<file path="src/rtl/i2c_target_if.sv">
// rtl/i2c_target_if.sv - I2C bus wires between initiator and target
interface i2c_target_if;
  logic scl;
  logic sda_out;
  logic sda_oe;
  logic sda_in;

  modport master (output scl, output sda_out, output sda_oe, input sda_in);
  modport slave  (input scl, input sda_out, input sda_oe, output sda_in);
endinterface

</file>
<file path="src/rtl/i2c_target.sv">
// rtl/i2c_target.sv - I2C target with one 7-bit address and 16-bit transfers
module i2c_target #(
  parameter int ADDR_W = 7,
  parameter int DATA_W = 16
) (
  input  logic              clk,
  input  logic              reset,
  input  logic [ADDR_W-1:0] i2c_addr,
  input  logic [DATA_W-1:0] rd_data,
  i2c_target_if.slave       bus,
  output logic [DATA_W-1:0] wr_data,
  output logic              wr_valid,
  output logic              busy
);

  localparam logic [3:0] IDLE      = 4'd0;
  localparam logic [3:0] ADDR      = 4'd1;
  localparam logic [3:0] ADDR_ACK  = 4'd2;
  localparam logic [3:0] WR_BYTE   = 4'd3;
  localparam logic [3:0] WR_ACK    = 4'd4;
  localparam logic [3:0] WR_FULL   = 4'd5;
  localparam logic [3:0] RD_BYTE   = 4'd6;
  localparam logic [3:0] RD_ACK    = 4'd7;
  localparam logic [3:0] WAIT_STOP = 4'd8;

  logic [3:0]        state;
  logic [2:0]        bit_cnt;
  logic              byte_idx;   // 0 = first byte, 1 = second byte
  logic              byte_done;  // 8th rise seen, act on the next fall
  logic              ack_bit;
  logic [ADDR_W:0]   addr_sr;    // address bits then rnw in bit 0
  logic [DATA_W-1:0] rx;
  logic [DATA_W-1:0] tx;
  logic              scl_q;
  logic              sda_q;
  logic              sda_line;
  logic              rise;
  logic              fall;
  logic              start_c;
  logic              stop_c;

  // Resolved bus value as seen by both ends, plus edge and condition decode
  always_comb begin
    sda_line = bus.sda_oe ? bus.sda_out : bus.sda_in;
    rise     = bus.scl & ~scl_q;
    fall     = ~bus.scl & scl_q;
    start_c  = sda_q & ~sda_line & bus.scl & scl_q;
    stop_c   = ~sda_q & sda_line & bus.scl & scl_q;
  end

  // Protocol state machine; start/stop override whatever byte phase is active
  always_ff @(posedge clk) begin
    if (reset) begin
      state      <= IDLE;
      bit_cnt    <= 3'd0;
      byte_idx   <= 1'b0;
      byte_done  <= 1'b0;
      ack_bit    <= 1'b1;
      addr_sr    <= '0;
      rx         <= '0;
      tx         <= '0;
      scl_q      <= 1'b1;
      sda_q      <= 1'b1;
      bus.sda_in <= 1'b1;
      wr_data    <= '0;
      wr_valid   <= 1'b0;
      busy       <= 1'b0;
    end else begin
      scl_q    <= bus.scl;
      sda_q    <= sda_line;
      wr_valid <= 1'b0;
      if (start_c) begin
        state      <= ADDR;
        bit_cnt    <= 3'd0;
        byte_idx   <= 1'b0;
        byte_done  <= 1'b0;
        busy       <= 1'b1;
        bus.sda_in <= 1'b1;
      end else if (stop_c) begin
        state      <= IDLE;
        busy       <= 1'b0;
        bus.sda_in <= 1'b1;
      end else begin
        if (rise && (state == ADDR || state == WR_BYTE || state == RD_BYTE)) begin
          bit_cnt <= bit_cnt + 3'd1;
          if (bit_cnt == 3'd7) byte_done <= 1'b1;
        end
        case (state)
          ADDR: begin
            if (rise) begin
              addr_sr <= {addr_sr[ADDR_W-1:0], sda_line};
            end else if (fall && byte_done) begin
              byte_done <= 1'b0;
              if (addr_sr[ADDR_W:1] == i2c_addr) begin
                bus.sda_in <= 1'b0;
                state      <= ADDR_ACK;
                if (addr_sr[0]) tx <= rd_data;
              end else begin
                state <= WAIT_STOP;
              end
            end
          end
          ADDR_ACK: begin
            if (fall) begin
              if (addr_sr[0]) begin
                bus.sda_in <= tx[DATA_W-1];
                tx         <= tx << 1;
                state      <= RD_BYTE;
              end else begin
                bus.sda_in <= 1'b1;
                state      <= WR_BYTE;
              end
            end
          end
          WR_BYTE: begin
            if (rise) begin
              rx <= {rx[DATA_W-2:0], sda_line};
            end else if (fall && byte_done) begin
              byte_done  <= 1'b0;
              bus.sda_in <= 1'b0;
              state      <= WR_ACK;
            end
          end
          WR_ACK: begin
            if (fall) begin
              bus.sda_in <= 1'b1;
              if (!byte_idx) begin
                byte_idx <= 1'b1;
                state    <= WR_BYTE;
              end else begin
                state    <= WR_FULL;
                wr_data  <= rx;
                wr_valid <= 1'b1;
              end
            end
          end
          RD_BYTE: begin
            if (fall) begin
              if (byte_done) begin
                byte_done  <= 1'b0;
                bus.sda_in <= 1'b1;
                state      <= RD_ACK;
              end else begin
                bus.sda_in <= tx[DATA_W-1];
                tx         <= tx << 1;
              end
            end
          end
          RD_ACK: begin
            if (rise) begin
              ack_bit <= sda_line;
            end else if (fall) begin
              if (!ack_bit && !byte_idx) begin
                byte_idx   <= 1'b1;
                bus.sda_in <= tx[DATA_W-1];
                tx         <= tx << 1;
                state      <= RD_BYTE;
              end else begin
                bus.sda_in <= 1'b1;
                state      <= WAIT_STOP;
              end
            end
          end
          default: bus.sda_in <= 1'b1;
        endcase
      end
    end
  end

endmodule

</file>
<file path="src/flat_wrapper.sv">
// flat-port wrapper written by rule: the top's interface ports become plain ports
module i2c_target_flat 
#(
  parameter int ADDR_W = 7,
  parameter int DATA_W = 16
)
  (clk, reset, i2c_addr, rd_data, wr_data, wr_valid, busy, bus_scl, bus_sda_out, bus_sda_oe, bus_sda_in);
  i2c_target_if bus_i ();
  input  logic clk;
  input  logic reset;
  input  logic [ADDR_W-1:0] i2c_addr;
  input  logic [DATA_W-1:0] rd_data;
  output logic [DATA_W-1:0] wr_data;
  output logic wr_valid;
  output logic busy;
  input wire logic [$bits(bus_i.scl)-1:0] bus_scl;
  input wire logic [$bits(bus_i.sda_out)-1:0] bus_sda_out;
  input wire logic [$bits(bus_i.sda_oe)-1:0] bus_sda_oe;
  output wire logic [$bits(bus_i.sda_in)-1:0] bus_sda_in;
  assign bus_i.scl = bus_scl;
  assign bus_i.sda_out = bus_sda_out;
  assign bus_i.sda_oe = bus_sda_oe;
  assign bus_sda_in = bus_i.sda_in;
  i2c_target #(.ADDR_W(ADDR_W), .DATA_W(DATA_W)) u_core (.clk(clk), .reset(reset), .i2c_addr(i2c_addr), .rd_data(rd_data), .bus(bus_i), .wr_data(wr_data), .wr_valid(wr_valid), .busy(busy));
endmodule
</file>
<file path="config.mk">
export PLATFORM = sky130hd
export DESIGN_NAME = i2c_target_flat
export DESIGN_NICKNAME = d
export VERILOG_FILES = /design/src/rtl/i2c_target_if.sv /design/src/rtl/i2c_target.sv /design/src/flat_wrapper.sv
export SDC_FILE = /design/constraint.sdc
export NUM_CORES = 1
export LEC_CHECK = 0
export CORE_MARGIN = 8
export CORE_UTILIZATION = 54
export CTS_CLUSTER_DIAMETER = 150
export DETAILED_ROUTE_END_ITERATION = 6
export PLACE_DENSITY = 0.79
export RECOVER_POWER = 100
export SYNTH_ARGS = -nofsm -noshare
export SYNTH_HDL_FRONTEND = slang
export SYNTH_SLANG_ARGS = --single-unit
</file>
<file path="constraint.sdc">
create_clock -name clk -period 3.1 [get_ports clk]
set_input_delay 0.93 -clock clk [delete_from_list [all_inputs] [get_ports clk]]
set_output_delay 0.93 -clock clk [all_outputs]
set_load 0.01 [all_outputs]
</file>
==> metrics.log, run 1 <==
[metrics] width of the chip: 95.2 um
[metrics] # clock sinks: 71
[metrics] Avg Synthesized Cell Area: 8.66 sq um
[metrics] delay-heaviest family, CP: simple AND/OR/NAND/NOR gates
[metrics] setup-violating endpoint count in the final report: 0
[metrics] number of optimization iterations in the first detailed-route pass: 4
[metrics] fraction of layout instances using a drive strength above 1: 0.0950
[metrics] Syn Inst Count: just under 400
[metrics] number of hold violations in the final report: 0
[metrics] final core occ: 0.654
[metrics] post-placement cell area: 3950 sq um
[metrics] most used flip-flop cell after synthesis: sky130_fd_sc_hd__dfxtp_1
[metrics] total routing resource utilization after global routing: 0.187
[metrics] category of the most critical setup path: input pin to flop
[metrics] net count of the mapped netlist: 421
[metrics] PostCTS Resize Cnt: 0
[metrics] most common cell in the netlist: sky130_fd_sc_hd__dfxtp_1
[metrics] total DRC errors in the routed layout: 0
[metrics] Final Non-Filler Cells: between 500 and 600
[metrics] deepest clock path buffer count: 2
[metrics] post-synthesis sequential area ratio: 0.420
[metrics] Via Count: ~3000
[metrics] worst slew margin relative to its limit: 0.615
[metrics] number of buffers created by CTS: 9
[metrics] CP bufs+invs: 1
[metrics] path depth of the worst reg2reg path: 6
[metrics] post-route cell area: 4060 sq um
[metrics] max-capacitance violation count: 0
[metrics] Worst-path clk slew: 0.09 ns
[metrics] Post-DRT Antenna Nets: 0
[metrics] die extent in y: 95.2 um
[metrics] data arrival time of the critical path: 2.98 ns
[metrics] leftover overflow at the end of global routing: 0
[metrics] EDFF count, synth: 0
[metrics] number of logic stages on the critical path including buffering: 6
[metrics] effective utilization at floorplan: 0.545
[metrics] Area Overhead vs Synth: 19.8%
[metrics] RSZ-0062 raised after global routing: false
[metrics] area share of the leading cell type in the synthesized netlist: 0.420
[metrics] count of antenna diodes in the layout: 0
[metrics] post-layout min period: roughly 2.8 ns
[metrics] post-synth top area cell: sky130_fd_sc_hd__dfxtp_1
[metrics] cell depth of the worst min-delay path: 2
[metrics] leading cell types by total area after synthesis: sky130_fd_sc_hd__dfxtp_1 42%, sky130_fd_sc_hd__a21oi_1 6.8%, sky130_fd_sc_hd__mux2i_1 6.2%, sky130_fd_sc_hd__nand2_1 5.0%, sky130_fd_sc_hd__o21ai_0 4.6%
[metrics] standby leakage power: approximately 1.5 nW
[metrics] clock tree from TritonCTS: built
[metrics] post-synthesis async set-or-reset flop share: 0
[metrics] aggregate routed wire length: 8.17 mm
[metrics] clock root buffer: sky130_fd_sc_hd__clkbuf_8
[metrics] Pwr per Cell Area: 430 nW/um^2
[metrics] number of instances in the placed design: 503
[metrics] number of global-route vias before repair: 2869
[metrics] HPWL after DPL: 5.54 mm
[metrics] number of buffers added on ports: 46
[metrics] worst setup slack before clock tree synthesis: -0.0649 ns
[metrics] H-tree levels: 3
[metrics] Final period util: 0.898
[metrics] critical path data required time: 3.29 ns
[metrics] critical path's largest stage delay: 0.54 ns
[metrics] hold buffer count at cts: 0
[metrics] total number of nets in the final design: 467
[metrics] Hold Path Class: flop to flop
[metrics] worst setup margin: ~0.32 ns
[metrics] number of top-level design ports: 47
[metrics] transition at the pin with the smallest max-transition slack: between 0.5 and 0.6 ns
[metrics] maximum fanout count along the critical path: 15
[metrics] kind of start point of the critical path: input pin
[metrics] vias per cell: 5.81
[metrics] placer congestion estimate: roughly 0.93
[metrics] global-route wire length before repair: 13.6 mm
[metrics] max-slew violation count: 0
[metrics] Yosys cell types: 51
[metrics] most numerous cell types in the synthesized netlist: 71 x sky130_fd_sc_hd__dfxtp_1, 46 x sky130_fd_sc_hd__a21oi_1, 45 x sky130_fd_sc_hd__nand2_1, 31 x sky130_fd_sc_hd__nor2_1, 31 x sky130_fd_sc_hd__o21ai_0
[metrics] number of synthesized register bits: 71
[metrics] cell area after technology mapping: 3380 sq um
[metrics] routed wire length per instance: 15.7 um
[metrics] Post-CTS Setup Inserts: 0
[metrics] Site Rows: 29
[metrics] initial antenna violation count: 0
[metrics] chain of cells forming the critical path: clkdlybuf4s50_1 -> or4b_1 -> a32oi_1 -> or4b_4 -> nor2_8 -> a311oi_1
[metrics] DRC marker count from the first detailed-route iteration: approximately 280
[metrics] worst ir drop on vdd: 0.338 mV
[metrics] run status: finished clean
[metrics] Die ar.: around 9100 sq um
[metrics] maximum clock rate: approximately 360 MHz
[metrics] pin count of the biggest net entering global routing: 59
[metrics] Yosys warning count: 0
[metrics] Setup crit end kind: flop
[metrics] Clk Latency, worst-skew pair: 0.35 ns
[metrics] clock skew after layout: 0.0124 ns
[metrics] total negative slack for setup checks: 0 ns
[metrics] placeable core region: around 6200 sq um
[metrics] highest-delay cell along the critical path: sky130_fd_sc_hd__or4b_4
power by group:
group	switching [W]	internal (W)	total, W	leakage (nW)
sequential	0.00000692	0.000918	0.000925	0.573
clock	0.000390	0.000307	0.000697	0.0892
combinational	0.0000620	0.0000598	0.000122	0.840
state kept, by name, indices dropped and copies added (netlist names):
register	cells
u_core.ack_bit	1
u_core.addr_sr	8
u_core.bit_cnt	3
u_core.bus.sda_in	1
u_core.busy	1
u_core.byte_done	1
u_core.byte_idx	1
u_core.rx	16
u_core.scl_q	1
u_core.sda_q	1
u_core.state	4
u_core.tx	16
u_core.wr_data	16
u_core.wr_valid	1
cell type report:
class                      count  area, sq um
tap                           77         96.3
inverter                       3         11.3
clock inverter                 7         61.3
timing repair buffer          66          598
clock buffer                   9          124
fill                         523         2150
sequential                    71         1420
multi-input combinational    286         1740
stage by stage:
| step | hold slack (ns) | total power [W] |
|---|---|---|
| floorplan | 0.436 | 0.00101 |
| global placement | 0.446 | 0.00107 |
| detailed placement | 0.450 | 0.00107 |
| CTS | 0.463 | 0.00177 |
| global route | 0.490 | 0.00181 |
| finish | 0.462 | 0.00174 |
path summary, 6_finish.rpt:
path,slack (ns),from,to
worst max-delay path,0.32,bus_scl,u_core.tx[15]
worst min-delay path,0.46,u_core.rx[15],u_core.rx[15]
worst max register to register,0.74,u_core.state[2],u_core.tx[15]
worst min register to register,0.46,u_core.rx[15],u_core.rx[15]
routing by layer:
metal / vias to the layer above / share of wire / global-route usage
met5: - / 0 / 0
met4: 0 / 0.014 / 0.0715
met3: 11 / 0.068 / 0.0661
met2: 105 / 0.47 / 0.281
met1: 1399 / 0.45 / 0.240
li1: 1501 / - / -
kinds of logic (layout without fill, tap and decap cells):
group | Yosys count | after routing | synth area share
buffers and inverters | 34 | 85 | 0.0484
multiplexers | 22 | 22 | 0.0654
AO/OA/AOI/OAI | 117 | 117 | 0.232
XOR/XNOR | 8 | 8 | 0.0207
flip-flops | 71 | 71 | 0.420
adder cells (fa/ha/maj) | 2 | 2 | 0.00739
AND/OR/NAND/NOR | 137 | 137 | 0.206
tightest hold or removal path: cells and delay by family (launching register included):
kind	cells	cell delay (ns)
compound gates	1	0.05
flops	1	0.32
simple gates	1	0.05
placed cells by master, fill, tap and decap left out, types with 7 or more instances in the layout:
| master | n |
|---|---|
| sky130_fd_sc_hd__nand2_1 | 45 |
| sky130_fd_sc_hd__nand2b_1 | 8 |
| sky130_fd_sc_hd__dfxtp_1 | 71 |
| sky130_fd_sc_hd__clkdlybuf4s50_1 | 26 |
| sky130_fd_sc_hd__xnor2_1 | 7 |
| sky130_fd_sc_hd__clkbuf_8 | 9 |
| sky130_fd_sc_hd__dlygate4sd3_1 | 19 |
| sky130_fd_sc_hd__o21ai_0 | 31 |
| sky130_fd_sc_hd__nand3_1 | 25 |
| sky130_fd_sc_hd__nor2_1 | 31 |
| sky130_fd_sc_hd__mux2i_1 | 21 |
| sky130_fd_sc_hd__nor2b_1 | 7 |
| sky130_fd_sc_hd__a311oi_1 | 16 |
| sky130_fd_sc_hd__a21oi_1 | 46 |
| sky130_fd_sc_hd__buf_4 | 13 |
Note: power is estimated with default switching activity, not from simulation.
==> run 2, diff against run 1 <==
CAP_MARGIN = 20   (was unset)
GPL_TIMING_DRIVEN = 0   (was unset)
==> metrics.log, run 2 (synthesis gave the netlist of run 1 again) <==
[metrics] run status: finished clean
[metrics] highest-count cells in the layout ignoring fill and taps: 71 x sky130_fd_sc_hd__dfxtp_1, 46 x sky130_fd_sc_hd__a21oi_1, 45 x sky130_fd_sc_hd__nand2_1
[metrics] post-layout min period: 2.99 ns (+0.210 ns)
[metrics] number of global-route vias before repair: 2967 (+3.4%)
[metrics] portion of total power attributed to the clock network: 0.403 (+0.003)
[metrics] registers with the highest flip-flop counts: u_core.rx: 16 flops, u_core.tx: 16 flops, u_core.wr_data: 16 flops
[metrics] clock skew after layout: 0.0115 ns (-0.000901 ns)
[metrics] standby leakage power: 1.50 nW (about the same)
[metrics] pin count of the biggest net entering global routing: 16 (-73%)
[metrics] total routing resource utilization after global routing: 0.195 (+0.00775)
[metrics] highest-delay cell along the critical path: sky130_fd_sc_hd__dlygate4sd3_1
[metrics] HPWL after DPL: 5.96 mm (+7.6%)
[metrics] placer congestion estimate: 0.939 (+0.92%)
[metrics] critical path capture point: u_core.tx[4]
[metrics] Setup crit end kind: flop
[metrics] die extent in y: 95.2 um (unchanged)
[metrics] number of optimization iterations in the first detailed-route pass: 5 (+1)
[metrics] # clock sinks: 71 (unchanged)
[metrics] global-route wire length before repair: 14.0 mm (+3.2%)
[metrics] category of the most critical setup path: input pin to flop
[metrics] sequential share of power: 0.525 (-0.005)
[metrics] Final period util: 0.965 (+0.0676)
[metrics] number of top-level design ports: 47 (unchanged)
[metrics] Clk Latency, worst-skew pair: 0.36 ns (about the same)
[metrics] reported net switching power: 0.000476 W (+3.5%)
[metrics] total DRC errors in the routed layout: 0 (unchanged)
[metrics] transition at the pin with the smallest max-transition slack: 0.925 ns (+0.348 ns)
[metrics] aggregate routed wire length: 8.43 mm (+3.2%)
[metrics] number of buffers added on ports: 45 (-2.2%)
[metrics] Area Overhead vs Synth: 21.5%
[metrics] switching power as a share of total power: 0.270 (+0.00711)
[metrics] combinational share of power: 0.072 (+0.002)
[metrics] cell internal pwr: 0.00128 W (-0.15%)
[metrics] fraction of layout instances using a drive strength above 1: 0.104 (+0.00896)
[metrics] total negative slack for setup checks: 0 ns (unchanged)
[metrics] critical path's largest stage delay: 0.61 ns (+0.07 ns)
[metrics] post-route cell area: 4110 sq um (+1.4%)
[metrics] r2r startpoint: u_core.state[2]
[metrics] effective utilization at floorplan: 0.545 (unchanged)
[metrics] placeable core region: 6200 sq um (unchanged)
[metrics] DRC marker count from the first detailed-route iteration: 246 (-11%)
[metrics] max-slew violation count: 0 (unchanged)
[metrics] overall power consumption: 0.00176 W (+0.83%)
[metrics] Hold Path Class: flop to flop
[metrics] chain of cells forming the critical path: dlygate4sd3_1 -> mux2i_2 -> mux2i_1 -> or4b_4 -> nor2_4 -> buf_6 -> a311oi_2
[metrics] Worst-path clk slew: 0.08 ns (about the same)
[metrics] setup-violating endpoint count in the final report: 0 (unchanged)
[metrics] number of instances in the placed design: 513 (+2.0%)
[metrics] worst r2r dst: u_core.state[2]
[metrics] deepest clock path buffer count: 2 (unchanged)
[metrics] critical path data required time: 3.31 ns (+0.02 ns)
[metrics] leftover overflow at the end of global routing: 0 (unchanged)
[metrics] Die ar.: 9060 sq um (unchanged)
[metrics] total number of nets in the final design: 477 (+2.1%)
[metrics] maximum clock rate: 334 MHz (-7.0%)
[metrics] vias per cell: 5.83 (+0.35%)
[metrics] clock root buffer: sky130_fd_sc_hd__clkbuf_8
[metrics] count of antenna diodes in the layout: 0 (unchanged)
[metrics] clock tree from TritonCTS: built
[metrics] Post-DRT Antenna Nets: 0 (unchanged)
[metrics] max-capacitance violation count: 0 (unchanged)
[metrics] Site Rows: 29 (unchanged)
[metrics] post-route worst hold slack: 0.469 ns (+0.00688 ns)
[metrics] initial antenna violation count: 0 (unchanged)
[metrics] number of hold violations in the final report: 0 (unchanged)
[metrics] worst ir drop on vdd: 0.289 mV (-14%)
[metrics] launching instance or port of the critical path: bus_sda_oe
[metrics] worst slew margin relative to its limit: 0.379 (-0.236)
[metrics] kind of start point of the critical path: input pin
[metrics] Pwr per Cell Area: 428 nW/um^2 (-0.59%)
[metrics] Final Non-Filler Cells: 529 (+1.9%)
[metrics] H-tree levels: 3 (unchanged)
[metrics] number of buffers created by CTS: 9 (unchanged)
[metrics] RSZ-0062 raised after global routing: false
[metrics] Via Count: 3085 (+2.3%)
[metrics] most frequent standard cell in the layout excluding fill and tap cells: sky130_fd_sc_hd__dfxtp_1
[metrics] path depth of the worst reg2reg path: 6 (unchanged)
[metrics] width of the chip: 95.2 um (unchanged)
[metrics] worst setup slack for register-to-register paths: 0.73 ns (about the same)
[metrics] data arrival time of the critical path: 3.21 ns (+0.23 ns)
[metrics] post-placement cell area: 3930 sq um (-0.38%)
[metrics] routed wire length per instance: 15.9 um (+1.3%)
[metrics] maximum fanout count along the critical path: 10 (-5)
[run 2: worst min path at each step]
stage / start / end / slack (ns) / depth (start not counted)
finish: u_core.addr_sr[7] / u_core.addr_sr[7] / 0.47 / 2
global route: u_core.addr_sr[7] / u_core.addr_sr[7] / 0.50 / 2
CTS: u_core.rx[13] / u_core.rx[14] / 0.47 / 2
detailed placement: u_core.rx[7] / u_core.rx[8] / 0.46 / 2
global placement: u_core.rx[15] / u_core.rx[15] / 0.45 / 2
floorplan: u_core.rx[15] / u_core.rx[15] / 0.44 / 2
[run 2: worst max-delay path, delay by kind of cell]
family | cells | cell delay (ns)
AO/OA/AOI/OAI | 1 | 0.10
buffers and inverters | 2 | 0.80
multiplexers | 2 | 0.63
AND/OR/NAND/NOR | 2 | 0.75
[run 2: area by class of cell]
| cell class | instances | area, sq um |
|---|---|---|
| Inverter | 3 | 11.3 |
| Buffer | 31 | 149 |
| Tap cell | 77 | 96.3 |
| Timing Repair Buffer | 45 | 450 |
| Sequential cell | 71 | 1420 |
| Clock buffer | 9 | 124 |
| Multi-Input combinational cell | 286 | 1800 |
| Clock inverter | 7 | 61.3 |
| Fill cell | 511 | 2090 |
[run 2: power groups by stage]
stage	clock (W)	combinational [W]	sequential [W]
2_1_floorplan	0	0.0000700	0.000944
6_report	0.000708	0.000127	0.000923
3_5_place_dp	0	0.000127	0.000944
4_1_cts	0.000718	0.000128	0.000923
5_1_grt	0.000759	0.000140	0.000924
3_3_place_gp	0	0.000124	0.000944
[run 2: layer usage]
layer / global-route usage / share of wire / wire [um] / up-vias
met2: 0.312 / 0.48 / 4020 / 107
met5: 0 / 0 / 0 / -
met1: 0.241 / 0.44 / 3680 / 1444
met4: 0.0884 / 0.018 / 153 / 0
met3: 0.0488 / 0.069 / 580 / 15
li1: - / - / - / 1519
[run 2: what timing repair did]
action,4_1_cts,5_1_grt
hold buffers,0,0
cloned,0,0
endpoints found under the setup margin,1,11
buffers inserted,0,0
pin swaps,0,0
gates resized for setup,1,1
[run 2: per-stage QoR]
| stage | util | setup slack [ns] |
|---|---|---|
| 4_1_cts | 0.665 | 0.136 |
| 5_1_grt | 0.663 | 0.00778 |
| 3_5_place_dp | 0.634 | -0.391 |
| 3_3_place_gp | 0.634 | -0.299 |
| 6_report | 0.663 | 0.107 |
| 2_1_floorplan | - | 0.514 |
